[src/rtl/vram_port_arbiter_pkg.sv]
// Shared types and defaults for the framebuffer port arbiter.
//   vram_gnt_e      : owner of the RAM port in a given cycle
//   VRAM_ADDR_W     : default RAM word-address width
//   VRAM_DATA_W     : default RAM word width
//   VRAM_FB_WORDS   : default framebuffer size in words
//   sat_inc32()     : 32-bit increment that sticks at all-ones
package vram_pkg;

  localparam int unsigned VRAM_ADDR_W   = 16;
  localparam int unsigned VRAM_DATA_W   = 32;
  localparam int unsigned VRAM_FB_WORDS = 65536;

  typedef enum logic [1:0] {
    GNT_NONE = 2'd0,
    GNT_CPU  = 2'd1,
    GNT_DISP = 2'd2
  } vram_gnt_e;

  function automatic logic [31:0] sat_inc32(input logic [31:0] v);
    return (v == '1) ? v : v + 32'd1;
  endfunction

endpackage

[src/rtl/vram_pixel_fifo.sv]
// Synchronous prefetch FIFO for display pixel words.
// Ports:
//   clk, reset        : clock, asynchronous active-high reset
//   flush             : empty the FIFO; push and pop in the same cycle are dropped
//   push, push_data   : write one word (caller guarantees not full)
//   pop               : remove head word; ignored while empty
//   head              : head word, 0 when empty
//   valid             : FIFO not empty
//   count             : number of stored words
module vram_pixel_fifo
  import vram_pkg::*;
#(
  parameter int unsigned DATA_W = VRAM_DATA_W,
  parameter int unsigned DEPTH  = 8,
  localparam int unsigned PTR_W = $clog2(DEPTH),
  localparam int unsigned CNT_W = PTR_W + 1
) (
  input  logic              clk,
  input  logic              reset,
  input  logic              flush,
  input  logic              push,
  input  logic [DATA_W-1:0] push_data,
  input  logic              pop,
  output logic [DATA_W-1:0] head,
  output logic              valid,
  output logic [CNT_W-1:0]  count
);

  logic [DATA_W-1:0] mem [DEPTH];
  logic [PTR_W-1:0]  wr_ptr;
  logic [PTR_W-1:0]  rd_ptr;
  logic              pop_ok;

  assign valid  = (count != '0);
  assign pop_ok = pop && valid;
  assign head   = valid ? mem[rd_ptr] : '0;

  always_ff @(posedge clk or posedge reset) begin
    if (reset) begin
      wr_ptr <= '0;
      rd_ptr <= '0;
      count  <= '0;
    end else if (flush) begin
      wr_ptr <= '0;
      rd_ptr <= '0;
      count  <= '0;
    end else begin
      if (push)   wr_ptr <= wr_ptr + PTR_W'(1);
      if (pop_ok) rd_ptr <= rd_ptr + PTR_W'(1);
      count <= count + CNT_W'(push) - CNT_W'(pop_ok);
    end
  end

  // Storage carries no reset; only words below count are ever observed.
  always_ff @(posedge clk) begin
    if (push && !flush) mem[wr_ptr] <= push_data;
  end

endmodule

[src/rtl/vram_port_arbiter.sv]
// Shares a single-port registered framebuffer RAM between the CPU bus and a
// linear display prefetch stream feeding the VGA pixel FIFO.
// Optional build macro: VRAM_ARB_STATS_EN adds stat_cpu_wait/stat_underflow.
// Ports:
//   clk, reset                  : clock, asynchronous active-high reset
//   cpu_req/we/addr/wdata       : CPU request, held stable until cpu_ack
//   cpu_ack, cpu_rdata          : completion pulse, read data with the ack
//   disp_en                     : allow display prefetch
//   frame_sync                  : restart display at 0 and flush FIFO
//   pix_rd, pix_data, pix_valid : pixel FIFO pop side
//   disp_addr                   : next display address to fetch
//   mem_addr/wdata/we, mem_rdata: RAM port (read data one cycle after address)
//   stat_cpu_wait, stat_underflow (VRAM_ARB_STATS_EN only): saturating counters
module vram_port_arbiter
  import vram_pkg::*;
#(
  parameter int unsigned ADDR_W     = VRAM_ADDR_W,
  parameter int unsigned DATA_W     = VRAM_DATA_W,
  parameter int unsigned FB_WORDS   = VRAM_FB_WORDS,
  parameter int unsigned FIFO_DEPTH = 8,
  parameter int unsigned LOW_WATER  = 2
) (
  input  logic              clk,
  input  logic              reset,
  input  logic              cpu_req,
  input  logic              cpu_we,
  input  logic [ADDR_W-1:0] cpu_addr,
  input  logic [DATA_W-1:0] cpu_wdata,
  output logic              cpu_ack,
  output logic [DATA_W-1:0] cpu_rdata,
  input  logic              disp_en,
  input  logic              frame_sync,
  input  logic              pix_rd,
  output logic [DATA_W-1:0] pix_data,
  output logic              pix_valid,
  output logic [ADDR_W-1:0] disp_addr,
  output logic [ADDR_W-1:0] mem_addr,
  output logic [DATA_W-1:0] mem_wdata,
  output logic              mem_we,
  input  logic [DATA_W-1:0] mem_rdata
`ifdef VRAM_ARB_STATS_EN
  ,
  output logic [31:0]       stat_cpu_wait,
  output logic [31:0]       stat_underflow
`endif
);

  localparam int unsigned CNT_W = $clog2(FIFO_DEPTH) + 1;
  localparam int unsigned OCC_W = CNT_W + 1;
  localparam logic [ADDR_W-1:0] LAST_ADDR = ADDR_W'(FB_WORDS - 1);
  localparam logic [OCC_W-1:0]  LOW_OCC   = OCC_W'(LOW_WATER);
  localparam logic [OCC_W-1:0]  FULL_OCC  = OCC_W'(FIFO_DEPTH);

  vram_gnt_e        gnt;
  vram_gnt_e        gnt_q;
  logic             cpu_we_q;
  logic             disp_inflight;
  logic             cpu_rd_pend;
  logic [CNT_W-1:0] fifo_count;
  logic [OCC_W-1:0] occ;
  logic             disp_ok;
  logic             fifo_push;
  logic             fifo_pop;

  // The previous cycle's grant doubles as the in-flight tag: the RAM returns
  // data exactly one cycle after the address, so only gnt_q can be pending.
  assign disp_inflight = (gnt_q == GNT_DISP);
  assign cpu_rd_pend   = (gnt_q == GNT_CPU) && !cpu_we_q;

  assign occ     = OCC_W'(fifo_count) + OCC_W'(disp_inflight);
  assign disp_ok = disp_en && !frame_sync;

  always_comb begin
    gnt = GNT_NONE;
    if (disp_ok && (occ <= LOW_OCC)) begin
      gnt = GNT_DISP;
    end else if (cpu_req && !cpu_rd_pend) begin
      gnt = GNT_CPU;
    end else if (disp_ok && (occ < FULL_OCC)) begin
      gnt = GNT_DISP;
    end
  end

  always_comb begin
    mem_addr  = '0;
    mem_wdata = '0;
    mem_we    = 1'b0;
    cpu_ack   = 1'b0;
    cpu_rdata = '0;
    unique case (gnt)
      GNT_CPU: begin
        mem_addr = cpu_addr;
        if (cpu_we) begin
          mem_we    = 1'b1;
          mem_wdata = cpu_wdata;
          cpu_ack   = 1'b1;
        end
      end
      GNT_DISP: mem_addr = disp_addr;
      default: ;
    endcase
    if (cpu_rd_pend) begin
      cpu_ack   = 1'b1;
      cpu_rdata = mem_rdata;
    end
  end

  always_ff @(posedge clk or posedge reset) begin
    if (reset) begin
      gnt_q     <= GNT_NONE;
      cpu_we_q  <= 1'b0;
      disp_addr <= '0;
    end else begin
      gnt_q    <= gnt;
      cpu_we_q <= cpu_we;
      if (frame_sync) begin
        disp_addr <= '0;
      end else if (gnt == GNT_DISP) begin
        disp_addr <= (disp_addr == LAST_ADDR) ? '0 : disp_addr + ADDR_W'(1);
      end
    end
  end

  // A display read landing during frame_sync belongs to the old frame.
  assign fifo_push = disp_inflight && !frame_sync;
  assign fifo_pop  = pix_rd && !frame_sync;

  vram_pixel_fifo #(
    .DATA_W (DATA_W),
    .DEPTH  (FIFO_DEPTH)
  ) u_fifo (
    .clk       (clk),
    .reset     (reset),
    .flush     (frame_sync),
    .push      (fifo_push),
    .push_data (mem_rdata),
    .pop       (fifo_pop),
    .head      (pix_data),
    .valid     (pix_valid),
    .count     (fifo_count)
  );

`ifdef VRAM_ARB_STATS_EN
  always_ff @(posedge clk or posedge reset) begin
    if (reset) begin
      stat_cpu_wait  <= '0;
      stat_underflow <= '0;
    end else begin
      if (cpu_req && (gnt != GNT_CPU) && !cpu_rd_pend)
        stat_cpu_wait <= sat_inc32(stat_cpu_wait);
      if (pix_rd && !pix_valid)
        stat_underflow <= sat_inc32(stat_underflow);
    end
  end
`endif

endmodule

[config.mk]
export PLATFORM = sky130hd
export DESIGN_NAME = vram_port_arbiter
export DESIGN_NICKNAME = d
export VERILOG_FILES = /design/src/rtl/vram_port_arbiter_pkg.sv /design/src/rtl/vram_pixel_fifo.sv /design/src/rtl/vram_port_arbiter.sv
export SDC_FILE = /design/constraint.sdc
export NUM_CORES = 1
export LEC_CHECK = 0
export ABC_CLOCK_PERIOD_IN_PS = 4600
export BUFFER_PORTS_ARGS = -buffer_cell sky130_fd_sc_hd__buf_2
export CORE_MARGIN = 2
export CORE_UTILIZATION = 55
export DETAILED_ROUTE_END_ITERATION = 16
export GPL_TIMING_DRIVEN = 0
export PLACE_DENSITY_LB_ADDON = 0.05
export SYNTH_ARGS = -nofsm -noshare
export SYNTH_HDL_FRONTEND = slang
export SYNTH_SLANG_ARGS = --single-unit
[constraint.sdc]
create_clock -name clk -period 4.6 [get_ports clk]
set_input_delay 0.46 -clock clk [delete_from_list [all_inputs] [get_ports clk]]
set_output_delay 0.46 -clock clk [all_outputs]
set_load 0.005 [all_outputs]
-- Word-level counts from Yosys, hierarchy flattened
Memory sizes are Yosys's and may differ from the RTL's.
Cells that the tools add are included.
- register bits after elaboration: 29
- RAM bits: 256
- input port bits: 87
- logic and storage cells: 57
- memories kept: 1
- memories (memory ; depth ; width ; read ports ; clocked after memory_dff ; wr ports ; RTL line ; text):
    u_fifo.mem ; 8 ; 32 ; 1 ; 0 ; 1 ; vram_pixel_fifo.sv:29 ; logic [DATA_W-1:0] mem [DEPTH];
- $add $sub $neg: 6
- $lt $le $gt $ge: 2
- equality and inequality tests: 5
- multiplexer cells: 21
- reductions and logical operators: 16
- operator list (operator ; number):
    two-way mux 32 bit ; 4
    two-way mux 16 bit ; 3
    one-hot mux 16 bit (2 select lines) ; 1
    adder 16 x 1 -> 16 bit (second input constant) ; 1
    equality test 16 bit (second input constant) ; 1
    two-way mux 3 bit ; 4
    logical AND 1 bit ; 9
    adder 3 x 1 -> 3 bit (second input constant) ; 2
    two-way mux 2 bit ; 3
    nonzero test 2 bit ; 3
    adder 4 x 1 -> 5 bit ; 1
    less-or-equal comparator 5 x 2 -> 1 bit (second input constant) ; 1
    less-than comparator 5 x 4 -> 1 bit (second input constant) ; 1
    two-way mux 1 bit ; 5
    adder 4 x 1 -> 4 bit ; 1
    equality test 2 x 1 -> 1 bit (second input constant) ; 2
    equality test 2 bit (second input constant) ; 2
    two-way mux 4 bit ; 1
    nonzero test 4 bit ; 1
    subtractor 4 x 1 -> 4 bit ; 1
    logical NOT 1 bit ; 3

-- Logic depth before layout (Yosys ltp)
Gate-level depths: netlist (run 1).
- depth after elaboration: 10
- gate-level depth with buffers: 14
- depth with buffers taken out: 13

-- By module
A second synthesis (run 1) with hierarchy kept.
- cells, all modules: 671
- area, all modules: 11992.8 um2
- modules (own cells, without submodules) (module ; times used ; cells each ; area an instance (um2) ; sequential area each (um2)):
    vram_pixel_fifo ; 1 ; 443 ; 10191.0 ; 7937.6
    vram_port_arbiter ; 1 ; 228 ; 1801.7 ; 475.5

-- Least setup slack after synthesis (run 1)
Ideal clock, no wire load.
- kind: input to register
- start point: input frame_sync
- end point: memory u_fifo.mem[0][0] (netlist name) (enable)
- setup time: 461 ps
- arrival time: 3222 ps
- path slack: 917 ps
- stages: 3
- cells stage by stage: buf_2 or3_1 nor3_1
- cells in the longest elaborated chain, start to end: 5
- ends and longest elaborated chain (what ; RTL line ; text):
    start, declared ; vram_port_arbiter.sv:32 ; input logic frame_sync,
    logical NOT 1 bit (*) ; vram_pixel_fifo.sv:56, vram_port_arbiter.sv:125 ;
    logical AND 1 bit ; vram_port_arbiter.sv:125 ; assign fifo_push = disp_inflight && !frame_sync;
    logical AND 1 bit (*) ; vram_pixel_fifo.sv:56 ; if (push && !flush) mem[wr_ptr] <= push_data;
    two-way mux 1 bit (*) ; vram_pixel_fifo.sv:56 ;
    two-way mux 1 bit (not written as such) (*) ; vram_pixel_fifo.sv:56 ;
    end, declared ; vram_pixel_fifo.sv:29 ;
Mark *: on every way between the ends. The rest lies on a longest branch, timed or not.

-- Worst setup path after layout (run 1)
- start point: register gnt_q[0]
- end point: output mem_addr[14]
- RTL lines (what ; RTL line ; text):
    start, declared ; vram_port_arbiter.sv:55 ; vram_gnt_e gnt_q;
    start signal, assigned ; vram_port_arbiter.sv:114 ; gnt_q <= gnt;
    parallel branches: the longest is 5 deep, another holds adder 4 x 1 -> 5 bit ; - ;
    two-way mux 2 bit (*) ; vram_port_arbiter.sv:75 ; if (disp_ok && (occ <= LOW_OCC)) begin
    via gnt[0] ; vram_port_arbiter.sv:54 ; vram_gnt_e gnt;
    equality test 2 bit / equality test 2 x 1 -> 1 bit (equally long branches) ; vram_port_arbiter.sv:90 ; unique case (gnt)
    one-hot mux 16 bit (2 select lines) (*) ; vram_port_arbiter.sv:90 ;
    end, declared ; vram_port_arbiter.sv:37 ; output logic [ADDR_W-1:0] mem_addr,
Mark *: on every way through the listed nets, which the timed path passes.

==> results of run 1 <==
[cell type report]
cell class / instances / area [um^2] / share of cell area [%]
Clock inverter: 21 / 228 / 1.54
Clock buffer: 32 / 757 / 5.11
Tap cell: 280 / 350 / 2.37
Sequential cell: 285 / 8410 / 56.8
Buffer: 40 / 169 / 1.14
Inverter: 17 / 63.8 / 0.431
Multi-Input combinational cell: 356 / 3490 / 23.6
Timing Repair Buffer: 230 / 1340 / 9.02
[worst paths after layout]
path                            startpoint          endpoint  slack (ns)
max                               gnt_q[0]      mem_addr[14]        0.77
min                                 cpu_we          cpu_we_q        0.05
max reg2reg                u_fifo.count[2]   u_fifo.count[2]        1.84
min reg2reg                  disp_addr[12]     disp_addr[12]        0.54
max in group asynchronous            reset  u_fifo.wr_ptr[2]        3.71
min in group asynchronous            reset      disp_addr[2]        0.20
[synth_stat cells, drive strengths merged, types with 2 or more instances]
cell / instances / area [um^2]
nand2b: 3 / 18.8
nor2b: 3 / 18.8
or2: 3 / 18.8
inv: 17 / 63.8
nand4: 8 / 65.1
a211o: 2 / 17.5
buf: 14 / 71.3
o32ai: 4 / 35.0
xor2: 4 / 35.0
nand3: 9 / 45.0
and2: 66 / 413
nand2: 21 / 78.8
clkbuf: 26 / 97.6
mux2i: 35 / 350
xnor2: 3 / 26.3
a211oi: 6 / 50.1
o22ai: 2 / 12.5
nor4: 3 / 18.8
or4: 4 / 33.8
nor2: 52 / 195
edfxtp: 256 / 7690
nor3: 5 / 25.0
or3: 3 / 18.8
and3: 3 / 18.8
dfrtp: 29 / 726
a32o: 2 / 20.0
a31o: 2 / 17.5
a22o: 16 / 140
a21oi: 6 / 30.0
mux4: 64 / 1440
a311oi: 2 / 17.5
ha: 12 / 150
[layout by cell type (no fill, tap or decap), types with 7 or more instances in the layout]
master and n:
nand3_1 9, mux4_2 64, nor2_1 46, a22o_1 16, inv_1 17, and2_1 66, dfrtp_1 29, clkbuf_16 29
buf_6 9, nand4_1 7, mux2i_1 35, clkbuf_1 27, nand2_1 21, buf_2 225, edfxtp_1 256, ha_1 12
clkinv_2 7
[cell families after synthesis]
kind of cell,after synthesis
simple gates,186
compound gates,50
fa+ha+maj,13
buf+inv,57
flops,285
mux,100
xor+xnor,7
[power by group]
group,switching [mW],internal [mW],total [mW]
sequential,0.0327,2.87,2.90
clock,0.962,1.42,2.38
combinational,0.798,0.705,1.50
total,1.79,4.99,6.78
[sequential cells by signal, indices dropped and copies added (netlist names)]
name           flops
u_fifo.mem       256
disp_addr         16
u_fifo.count       4
u_fifo.rd_ptr      3
u_fifo.wr_ptr      3
gnt_q              2
cpu_we_q           1
[routing by layer]
metal,track usage [%],vias to the layer above,share of wire (%)
met5,0,-,0.048
met1,31.6,3659,41
met2,41.0,289,52
met3,3.19,25,6.6
li1,-,3261,-
met4,4.72,2,1.1
[metrics by stage]
stage	worst slack [ns]	hold WS [ns]	util, %	setup TNS, ns	total power [mW]
floorplan	0.917	0.491	-	0	3.90
global placement	-1.31	0.513	62.3	-80.49	4.44
detailed placement	1.33	0.525	63.7	0	4.48
CTS	0.750	0.0239	68.3	0	6.85
global route	0.451	0.0354	68.3	0	7.07
finish	0.767	0.0489	68.3	0	6.78
[critical path: cells and delay by family (launching register included)]
family | cells | cell delay [ns]
compound gates | 3 | 0.90
fa+ha+maj | 2 | 0.41
buf+inv | 4 | 0.87
flops | 1 | 0.38
simple gates | 2 | 0.28
==> results.txt, run 1 <==
Outcome -> finished, final reports clean
Number of fill cells -> 1460
Worst vdd ir -> 0.000229 V
Synth Net Count -> 798
Post-DR wirelength/cell -> 21.5 um
PD cells -> 458 nW/um^2
Max Fanout on Critical Path -> 10
Hold Crit Depth -> 1
Remaining Overflow, GRT -> 0
Avg Cell Area, Syn -> 17.3 um^2
Startpoint Class -> flop
R2r worst-path depth -> 13
Die height -> 152 um
Sequential element share of the synthesized area -> 69.6%
Worst Hold Class -> input pin to flop
Post-Route WL -> 27100 um
Largest net degree at the start of global routing -> 30
P&R area growth vs syn -> 22.6%
Reg clk slew, reported paths -> 0.06 ns
Clk buf depth -> 3
Fmax -> 261 MHz
Clk sinks -> 285
DRC viols -> 0
CTS tree -> built
Placed Cells -> 1208
Diodes inserted -> 0
Total CTS buffers -> 29
CP arrival -> 3.37 ns
Post-synthesis mux area share -> 14.9%
Starting Density -> 55.7%
Simple-gate share of the synthesized area -> 8.23%
Top_reg_cell synth -> edfxtp_1
Gp weighted congestion -> 0.903
Slowest cell on crit path -> a21oi_1
CP peak stage delay -> 0.63 ns
Detail Route Antenna Nets -> 0
Detail Placement HPWL -> 18100 um
Number of synthesized flops with an enable pin -> 256
CTS H-Tree Depth -> 1
GR Util All Layers -> 23.3%
Max-slew violations -> 0
Setup Crit Path Kind -> flop to output port
Leakage -> 5.52 nW
Post-synthesis adder-cell area fraction -> 1.41%
Die Width -> 152 um
Full die area -> 23200 um^2
Synth async-reset ratio -> 10.2%
Non-Filler Instances -> 1261
# IOs -> 218
First-pass GRT wire length -> 42000 um
Slew HR -> 14.5%
XOR/XNOR share of the synthesized area -> 0.507%
Placed inst area -> 13800 um^2
Root Driver -> clkbuf_16
TritonRoute pass-1 iters -> 5
Netlist cell types -> 50
Clk_skew -> 0.00875 ns
Post-cts sizing count -> 0
Compound-Gate Fraction of Synth Area -> 3.38%
Nets -> 1059
Largest family of logic cells by synthesized area -> multiplexers
Synth warn -> 0
# rows -> 54
Post-CTS setup buffers -> 0
FF+latch count, synth -> 285
Final critical-path required period -> 3.83 ns
Final setup violating endpoints -> 0
CP Cell Sequence -> nand2b_1 > inv_1 > ha_1 > ha_1 > nand2_1 > o2111a_1 > clkbuf_1 > a21oi_1 > buf_2 > a22o_1 > buf_2
Port-buffer cells -> 216
Final Cycle Share -> 83.3%
First-iteration detailed-routing DRC count -> 502
RSZ-0062 raised after global routing -> false
Fraction of layout cells with a size suffix above 1 -> 37.9%
Initial antenna violation count -> 1
Cells after Synth -> 698
Design Area, Final -> 14800 um^2
Hold_buf cts -> 0
Via count -> 7236
Synthesized cell area -> 12100 um^2
Max_cap viols -> 0
Crit path required time -> 4.14 ns
Worst Max-Slew Pin Slew -> 1.28 ns
Number of global-route vias before repair -> 7612
Core footprint -> 21700 um^2
Final Hold Fails -> 0
CP Capture Type -> output port
Worst-Skew Late Latency -> 0.53 ns
Vias per cell -> 5.74
No activity file was read; power rests on OpenSTA's default activity.
==> inputs of run 2 (changes only) <==
Settings changed: ABC_CLOCK_PERIOD_IN_PS 4600 to 3300, CORE_UTILIZATION 55 to 50.
Clock period 4.6 ns to 3.3 ns, I/O delays scaled along.
==> run 2 against run 1 <==
Compared with the run above:
- non-clock buffer count grew 5
- worst setup slack worse by 0.62 ns
- flip-flop and latch count stayed put
- largest cell class unchanged
- design area is 1.6% higher
- clock skew increased by 0.00077 ns
- via count grew 0.22%
- combinational power rose by 43%
- final cell count up 3.6%
- first-iteration DRC count is 11% higher
- clock power increased by 37%
- register-to-register slack lost 1.4 ns
- hold slack better by 0.023 ns
==> results.txt, run 2 (synthesis results as in run 1) <==
Detail Route Antenna Nets -> 0
Total power -> 9.44 mW
Max_cap viols -> 0
Leakage -> 5.58 nW
Sw power -> 2.47 mW
Startpoint Class -> flop
Register-to-register setup slack -> 0.42 ns
# rows -> 56
Worst Max-Slew Pin Slew -> 1.14 ns
TritonRoute pass-1 iters -> 5
# IOs -> 218
Post-Route WL -> 27300 um
Number of global-route vias before repair -> 7673
Setup Crit Path Kind -> flop to output port
Clk_skew -> 0.00952 ns
Full die area -> 25400 um^2
Clk buf depth -> 3
Final critical-path required period -> 3.16 ns
Worst Hold Class -> input pin to flop
DRC viols -> 0
PD cells -> 628 nW/um^2
Sequential power share -> 42.8%
P&R area growth vs syn -> 24.5%
Hold Crit Depth -> 1
Final setup violating endpoints -> 0
R2r worst-path depth -> 13
WHS -> 0.0721 ns
Nets -> 1064
Number of fill cells -> 1745
Design Area, Final -> 15000 um^2
Top Registers -> u_fifo.mem x256, disp_addr x16, u_fifo.count x4
First-iteration detailed-routing DRC count -> 559
GR Util All Layers -> 21.4%
Vias per cell -> 5.55
Power Internal -> 6.97 mW
Largest net degree at the start of global routing -> 30
Worst-Skew Late Latency -> 0.53 ns
Max-slew violations -> 0
CP arrival -> 2.83 ns
CTS H-Tree Depth -> 1
Die Width -> 159 um
Commonest cells after routing, fill and taps aside -> edfxtp_1, buf_2, and2_1
CP Capture Type -> output port
Clk pwr share -> 34.4%
Fmax -> 317 MHz
Slew HR -> 23.6%
Total CTS buffers -> 29
Max Fanout on Critical Path -> 10
Starting Density -> 51.2%
Via count -> 7252
Core footprint -> 23600 um^2
Die height -> 159 um
Worst vdd ir -> 0.000322 V
Initial antenna violation count -> 1
CP peak stage delay -> 0.60 ns
Outcome -> finished, final reports clean
Root Driver -> clkbuf_16
Most common cell on crit path -> clkbuf_1
Port-buffer cells -> 216
Switching share of power -> 26.2%
CP Cell Sequence -> clkbuf_1 > clkbuf_1 > mux4_2 > mux2i_1 > nor2_1 > buf_2
Combinational group share of total power -> 22.8%
Most common cell after layout, fill and taps aside -> edfxtp_1
Max reg flops -> 256
CTS tree -> built
Gp weighted congestion -> 0.874
First-pass GRT wire length -> 42100 um
Post-DR wirelength/cell -> 20.9 um
Final Hold Fails -> 0
Detail Placement HPWL -> 17700 um
Slowest cell on crit path -> clkbuf_1
Crit path required time -> 2.97 ns
Fraction of layout cells with a size suffix above 1 -> 39.6%
Reg area -> 8410 um^2
Diodes inserted -> 0
Multi-input gate area -> 3570 um^2
Final Cycle Share -> 95.6%
Clk sinks -> 285
Placed inst area -> 13900 um^2
Layout Utilization -> 63.7%
Remaining Overflow, GRT -> 0
Reg clk slew, reported paths -> 0.06 ns
Largest Register -> u_fifo.mem
==> run 2: per-stage QoR <==
step / std cells / TNS (ns) / setup WS [ns]
after floorplan: 698 / 0 / 0.601
after global placement: 1233 / -196.26 / -0.867
after detailed placement: 1243 / 0 / 0.121
after CTS: 1300 / 0 / 0.00988
after global routing: 1306 / -0.00357 / -0.00357
final: 1306 / 0 / 0.145
==> run 2: power by group through the flow <==
stage	clock network [mW]	registers, mW	logic (mW)
final	3.25	4.05	2.15
after CTS	3.31	4.04	2.17
after detailed placement	0	4.12	2.13
after global placement	0	4.11	2.08
after global routing	3.45	4.05	2.38
after floorplan	0	4.10	1.34
==> run 2: routing by layer <==
layer  routed length, um  vias to the layer above  track usage [%]
met4                 481                        0             5.45
li1                    -                     3281                -
met1               11000                     3656             27.7
met2               14100                      273             37.8
met3                1670                       42             3.65
met5                   0                        -                0
==> run 2: worst paths after layout <==
path                                  start                end
max in group asynchronous             reset       disp_addr[8]
max reg2reg                 u_fifo.count[2]    u_fifo.count[2]
max                        u_fifo.rd_ptr[1]        pix_data[1]
min in group asynchronous             reset       disp_addr[2]
min                           mem_rdata[15]  u_fifo.mem[4][15]
min reg2reg                   disp_addr[12]      disp_addr[12]
==> run 2: repair_timing <==
action | CTS | global route
hold buffers | 1 | 0
hold endpoints to repair | 1 | 0
cloned | 1 | 1
setup buffers | 2 | 5
pin swaps | 1 | 2
endpoints found under the setup margin | 47 | 46
gates resized for setup | 17 | 16
==> run 2: worst max-delay path: cells and delay by family (launching register included) <==
| family | cells | cell delay, ns |
|---|---|---|
| mux | 2 | 0.58 |
| simple gates | 1 | 0.10 |
| buf+inv | 3 | 1.23 |
| flops | 1 | 0.39 |
==> run 2: area by class of cell <==
type / instances / share of cell area (%)
Clock inverter: 21 / 1.38
Tap cell: 319 / 2.65
Sequential cell: 285 / 55.9
Inverter: 17 / 0.424
Timing Repair Buffer: 236 / 9.51
Buffer: 39 / 1.36
Clock buffer: 33 / 4.99
Multi-Input combinational cell: 356 / 23.8
